File: src/rtl/mul_arbiter.sv
// Round-robin front end for one shared iterative multiplier: two requesters hand in
// operand pairs, the core is started once per job, and the product goes back to its owner.
module mul_arbiter #(
   parameter int BITS    = 8,
   parameter int TIMEOUT = 2*BITS+4
) (
   input  logic                i_clock,
   input  logic                i_reset,
   input  logic                i_req0_valid,
   output logic                o_req0_ready,
   input  logic [BITS-1:0]     i_req0_a,
   input  logic [BITS-1:0]     i_req0_b,
   input  logic                i_req1_valid,
   output logic                o_req1_ready,
   input  logic [BITS-1:0]     i_req1_a,
   input  logic [BITS-1:0]     i_req1_b,
   output logic                o_rsp0_valid,
   input  logic                i_rsp0_ready,
   output logic                o_rsp1_valid,
   input  logic                i_rsp1_ready,
   output logic [2*BITS-1:0]   o_rsp_product,
   output logic                o_rsp_error,
   output logic                o_mul_start,
   output logic [BITS-1:0]     o_mul_multiplicand,
   output logic [BITS-1:0]     o_mul_multiplier,
   input  logic                i_mul_finished,
   input  logic [2*BITS-1:0]   i_mul_product,
   output logic                o_busy
);

   localparam int CW = $clog2(TIMEOUT+1);

   typedef enum logic [1:0] {IDLE, START, WAIT, RESPOND} state_t;

   state_t              r_state;
   state_t              w_next;
   logic                r_last;
   logic                r_owner;
   logic [BITS-1:0]     r_a;
   logic [BITS-1:0]     r_b;
   logic [CW-1:0]       r_count;
   logic [2*BITS-1:0]   r_product;
   logic                r_error;

   logic                w_grant;
   logic                w_accept;
   logic                w_timeout;
   logic                w_rspReady;

   // On a tie the requester that was not served last wins; ready depends only on valids.
   always_comb begin
      w_grant = i_req1_valid;
      if (i_req0_valid && i_req1_valid) begin
         w_grant = ~r_last;
      end
      w_accept     = (r_state == IDLE) && (i_req0_valid || i_req1_valid);
      o_req0_ready = w_accept && !w_grant;
      o_req1_ready = w_accept && w_grant;
      w_timeout    = (r_count == CW'(TIMEOUT-1));
      w_rspReady   = r_owner ? i_rsp1_ready : i_rsp0_ready;
   end

   always_comb begin
      w_next       = r_state;
      o_mul_start  = 1'b0;
      o_rsp0_valid = 1'b0;
      o_rsp1_valid = 1'b0;
      case (r_state)
         IDLE: begin
            if (w_accept) begin
               w_next = START;
            end
         end
         START: begin
            o_mul_start = 1'b1;
            w_next      = WAIT;
         end
         WAIT: begin
            if (i_mul_finished || w_timeout) begin
               w_next = RESPOND;
            end
         end
         RESPOND: begin
            o_rsp0_valid = !r_owner;
            o_rsp1_valid = r_owner;
            if (w_rspReady) begin
               w_next = IDLE;
            end
         end
         default: w_next = IDLE;
      endcase
   end

   always_ff @(posedge i_clock) begin
      if (i_reset) begin
         r_state <= IDLE;
      end else begin
         r_state <= w_next;
      end
   end

   // Operands stay put from accept to the next accept; a finished pulse only counts in WAIT.
   always_ff @(posedge i_clock) begin
      if (i_reset) begin
         r_last    <= 1'b1;
         r_owner   <= 1'b0;
         r_a       <= '0;
         r_b       <= '0;
         r_count   <= '0;
         r_product <= '0;
         r_error   <= 1'b0;
      end else begin
         case (r_state)
            IDLE: begin
               if (w_accept) begin
                  r_owner <= w_grant;
                  r_a     <= w_grant ? i_req1_a : i_req0_a;
                  r_b     <= w_grant ? i_req1_b : i_req0_b;
               end
            end
            START: begin
               r_count <= '0;
            end
            WAIT: begin
               r_count <= r_count + 1'b1;
               if (i_mul_finished) begin
                  r_product <= i_mul_product;
                  r_error   <= 1'b0;
               end else if (w_timeout) begin
                  r_product <= '0;
                  r_error   <= 1'b1;
               end
            end
            RESPOND: begin
               if (w_rspReady) begin
                  r_last <= r_owner;
               end
            end
            default: r_count <= '0;
         endcase
      end
   end

   assign o_rsp_product      = r_product;
   assign o_rsp_error        = r_error;
   assign o_mul_multiplicand = r_a;
   assign o_mul_multiplier   = r_b;
   assign o_busy             = (r_state != IDLE);

endmodule

File: config.mk
export PLATFORM = sky130hd
export DESIGN_NAME = mul_arbiter
export DESIGN_NICKNAME = d
export VERILOG_FILES = /design/src/rtl/mul_arbiter.sv
export SDC_FILE = /design/constraint.sdc
export NUM_CORES = 1
export LEC_CHECK = 0
export CORE_ASPECT_RATIO = 1.75
export CORE_UTILIZATION = 25
export CTS_BUF_LIST = sky130_fd_sc_hd__clkbuf_16
export CTS_CLUSTER_SIZE = 10
export DETAILED_ROUTE_END_ITERATION = 10
export GPL_TIMING_DRIVEN = 1
export SKIP_LAST_GASP = 1
export SYNTH_ARGS = -nofsm -noshare
export SYNTH_HDL_FRONTEND = slang
export SYNTH_SLANG_ARGS = --single-unit
File: constraint.sdc
create_clock -name i_clock -period 1.5 [get_ports i_clock]
set_clock_uncertainty 0.15 [all_clocks]
set_input_delay 0.15 -clock i_clock [delete_from_list [all_inputs] [get_ports i_clock]]
set_output_delay 0.15 -clock i_clock [all_outputs]
set_load 0.005 [all_outputs]
==> flow_metrics.py <==
metrics = {
    "run_status": {
        "status": "finished, violations left",
        "violations": "setup timing",
    },
    "sta": {
        "setup_viol": 23,
        "fmax_mhz": 646,
        "rsz0062_at_grt": "true",
        "slew_violations": 0,
        "hold_violations": 0,
        "period_needed_ns": 1.55,
        "setup_ws_ns": -0.0490,
        "fin_crit_sh": 1.03,
        "tns_ns": -0.486,
        "hold_ws_ns": 0.322,
        "worstMarginPinSlew_ns": 0.455,
        "relSlewSlack": 0.696,
    },
    "placed_design": {
        "gp_congestion": 0.754,
        "io_buffers": 93,
        "dp.final_hpwl_um": 4000,
        "place_ws_ns": -0.367,
    },
    "clock_tree": {
        "clk_latency_ns": 0.27,
        "cts_max_level": 2,
        "cts_made_buffers": 5,
        "clock_sinks": 42,
        "clk_pin_slew_worst_paths_ns": 0.05,
        "cts_tree": "yes",
        "cts_buffer_depth": 2,
        "root_buffer": "clkbuf_16",
        "cts_hold_buf": 0,
    },
    "final_layout": {
        "syn_to_final_growth_pct": 85.6,
        "final_common_cell": "clkdlybuf4s50_1",
        "antennaDiodeCount": 0,
        "layout-drive-gt1-share": 0.255,
        "final_cell_mix": "clkdlybuf4s50_1, nor2_1, dfxtp_1",
        "fin_nets": 360,
    },
    "power": {
        "p_leak_uw": 0.00129,
        "pwr-share-clk": 0.199,
        "p_int_uw": 3340,
        "p_sw_uw": 1550,
        "finalPower_uw": 4890,
        "p_per_area_nw_per_um2": 1490,
        "vdd_drop_max_uv": 705,
        "p_comb_frac": 0.496,
        "pwr-share-seq": 0.304,
        "switching_share": 0.317,
    },
    "synth": {
        "yosys_warnings": 0,
        "synthArstFlopShare": 0,
        "syn_inst": 177,
        "ys.flop_type": "dfxtp_1",
        "syn_area_um2": 1760,
        "yosysSeqAreaShare": 0.477,
        "synth_cell_type_count": 32,
        "avgSynthCellArea_um2": 9.97,
        "synth_edf_count": 0,
        "ys_seq_elements": 42,
        "syn-num-nets": 238,
    },
    "floorplanning": {
        "initial_core_util": 0.257,
        "die_h_um": 113,
        "ios": 94,
        "rows": 40,
        "design.die.area_um2": 7410,
        "fp.coreArea_um2": 6860,
        "die_w_um": 65.5,
    },
    "setup_path": {
        "r2r_slack_ns": -0.05,
        "crit_path_max_incr_delay_ns": 0.35,
        "r2r_end": "o_mul_multiplier[1]",
        "endpoint_kind": "flip-flop",
        "r2r_start": "r_state[0]",
        "cp_max_fo": 6,
        "cp.buffers_inverters": 2,
        "worstPathArrival_ns": 1.55,
        "slowest_stage": "dfxtp_4",
        "critPathLaunchType": "flip-flop",
        "rr_worst_depth": 6,
        "crit_chain": "inv_2 -> ha_4 -> and2_4 -> buf_8 -> a222oi_1 -> nor2_1",
        "required_ns": 1.51,
        "crit_type": "reg -> reg",
        "cpLargestDelayFamily": "flip-flops",
    },
    "detailed_routing": {
        "viasPerCell": 4.76,
        "drt_iter0_markers": 128,
        "ant_nets": 0,
        "num_vias": 1817,
        "wl_per_cell_um": 14.5,
        "wirelength_um": 5530,
        "firstDrtPassIters": 8,
        "drc": 0,
    },
    "min_path": {
        "min_from": "o_rsp_error",
        "min_path_cells": 2,
        "holdPathEnd": "o_rsp_error",
        "hold_class": "reg -> reg",
    },
    "global_routing": {
        "track_usage": 0.148,
        "antenna_found_initial": 0,
        "overflow": 0,
        "grt_first_pass_wirelength_um": 8450,
        "grt_pass1_vias": 1875,
        "grt_max_degree": 23,
    },
    "run": {
        "max_cap_viol_count": 0,
    },
}
-- registers in the layout, summed over array words and instances, names as in the netlist --
name and flops:
o_mul_multiplicand 8, r_last 1, o_rsp_error 1, o_mul_multiplier 8
r_state 2, o_rsp_product 16, r_count 5, r_owner 1
-- layer usage --
metal,GRT usage,up-vias,wire [um]
met5,0,-,0
met4,0.0551,0,144
met3,0.0292,11,261
met2,0.299,68,3230
met1,0.138,851,1890
li1,-,887,-
-- power groups by stage --
stage	Combinational (uW)	Clock, uW	Sequential (uW)
floorplan	1090	0	1500
global placement	2080	0	1490
detailed placement	2100	0	1490
CTS	2210	1020	1480
global route	2650	1060	1510
finish	2430	975	1490
-- logic make-up (layout without fill, tap and decap cells) --
group / count (synthesis) / after routing / share of synthesized area
AND/OR/NAND/NOR: 54 / 54 / 0.144
AO/OA/AOI/OAI: 50 / 50 / 0.240
flip-flops: 42 / 42 / 0.477
buffers and inverters: 18 / 139 / 0.0596
adder cells (fa/ha/maj): 6 / 6 / 0.0426
XOR/XNOR: 4 / 4 / 0.0199
multiplexers: 3 / 3 / 0.0170
-- area by class of cell --
cell class                 instances  area [um2]
multi-input combinational        117         937
timing repair buffer             128        1230
clock inverter                     1        3.75
tap                               84         105
inverter                           5        21.3
fill                             657        3580
sequential                        42         851
clock buffer                       5         125
-- repair_timing --
item	4_1_cts	5_1_grt
buffers inserted	4	6
gates cloned	0	2
gates resized for setup	23	29
endpoints found under the setup margin	41	42
pin swaps	2	11
-- Yosys cell counts (3+ instances only) --
cell	count	area, um2
buf_6	4	45.0
nor2_1	40	150
a32o_1	5	50.1
a22oi_1	22	165
mux2i_1	3	30.0
xor2_1	3	26.3
inv_1	5	18.8
buf_2	3	15.0
ha_1	6	75.1
clkbuf_1	5	18.8
dfxtp_1	42	841
a21oi_1	4	20.0
a222oi_1	11	110
nand2_1	3	11.3
-- worst register-to-register path: cells and delay by family, from the launching register on --
kind | cells | cell delay [ns]
simple gates | 2 | 0.24
flops | 1 | 0.35
buf+inv | 2 | 0.18
fa+ha+maj | 1 | 0.18
compound gates | 1 | 0.32
-- how the worst max path moves through the flow --
stage,startpoint,endpoint,depth (start not counted)
3_3_place_gp,i_req0_valid,o_req0_ready,5
4_1_cts,r_state[0],o_rsp0_valid,4
2_1_floorplan,r_state[0],o_rsp_product[10],7
6_report,r_state[0],o_mul_multiplier[1],6
3_5_place_dp,i_req0_valid,o_mul_multiplicand[7],5
5_1_grt,r_state[0],o_mul_multiplier[1],6
-- stage by stage --
stage                     cells   util  area (um2)
after floorplan             177      -        1800
after global placement      366  0.431        2960
after detailed placement    366  0.431        2960
after CTS                   376  0.460        3150
after global routing        382  0.478        3270
final                       382  0.478        3270
(Power assumes the default switching activity.)
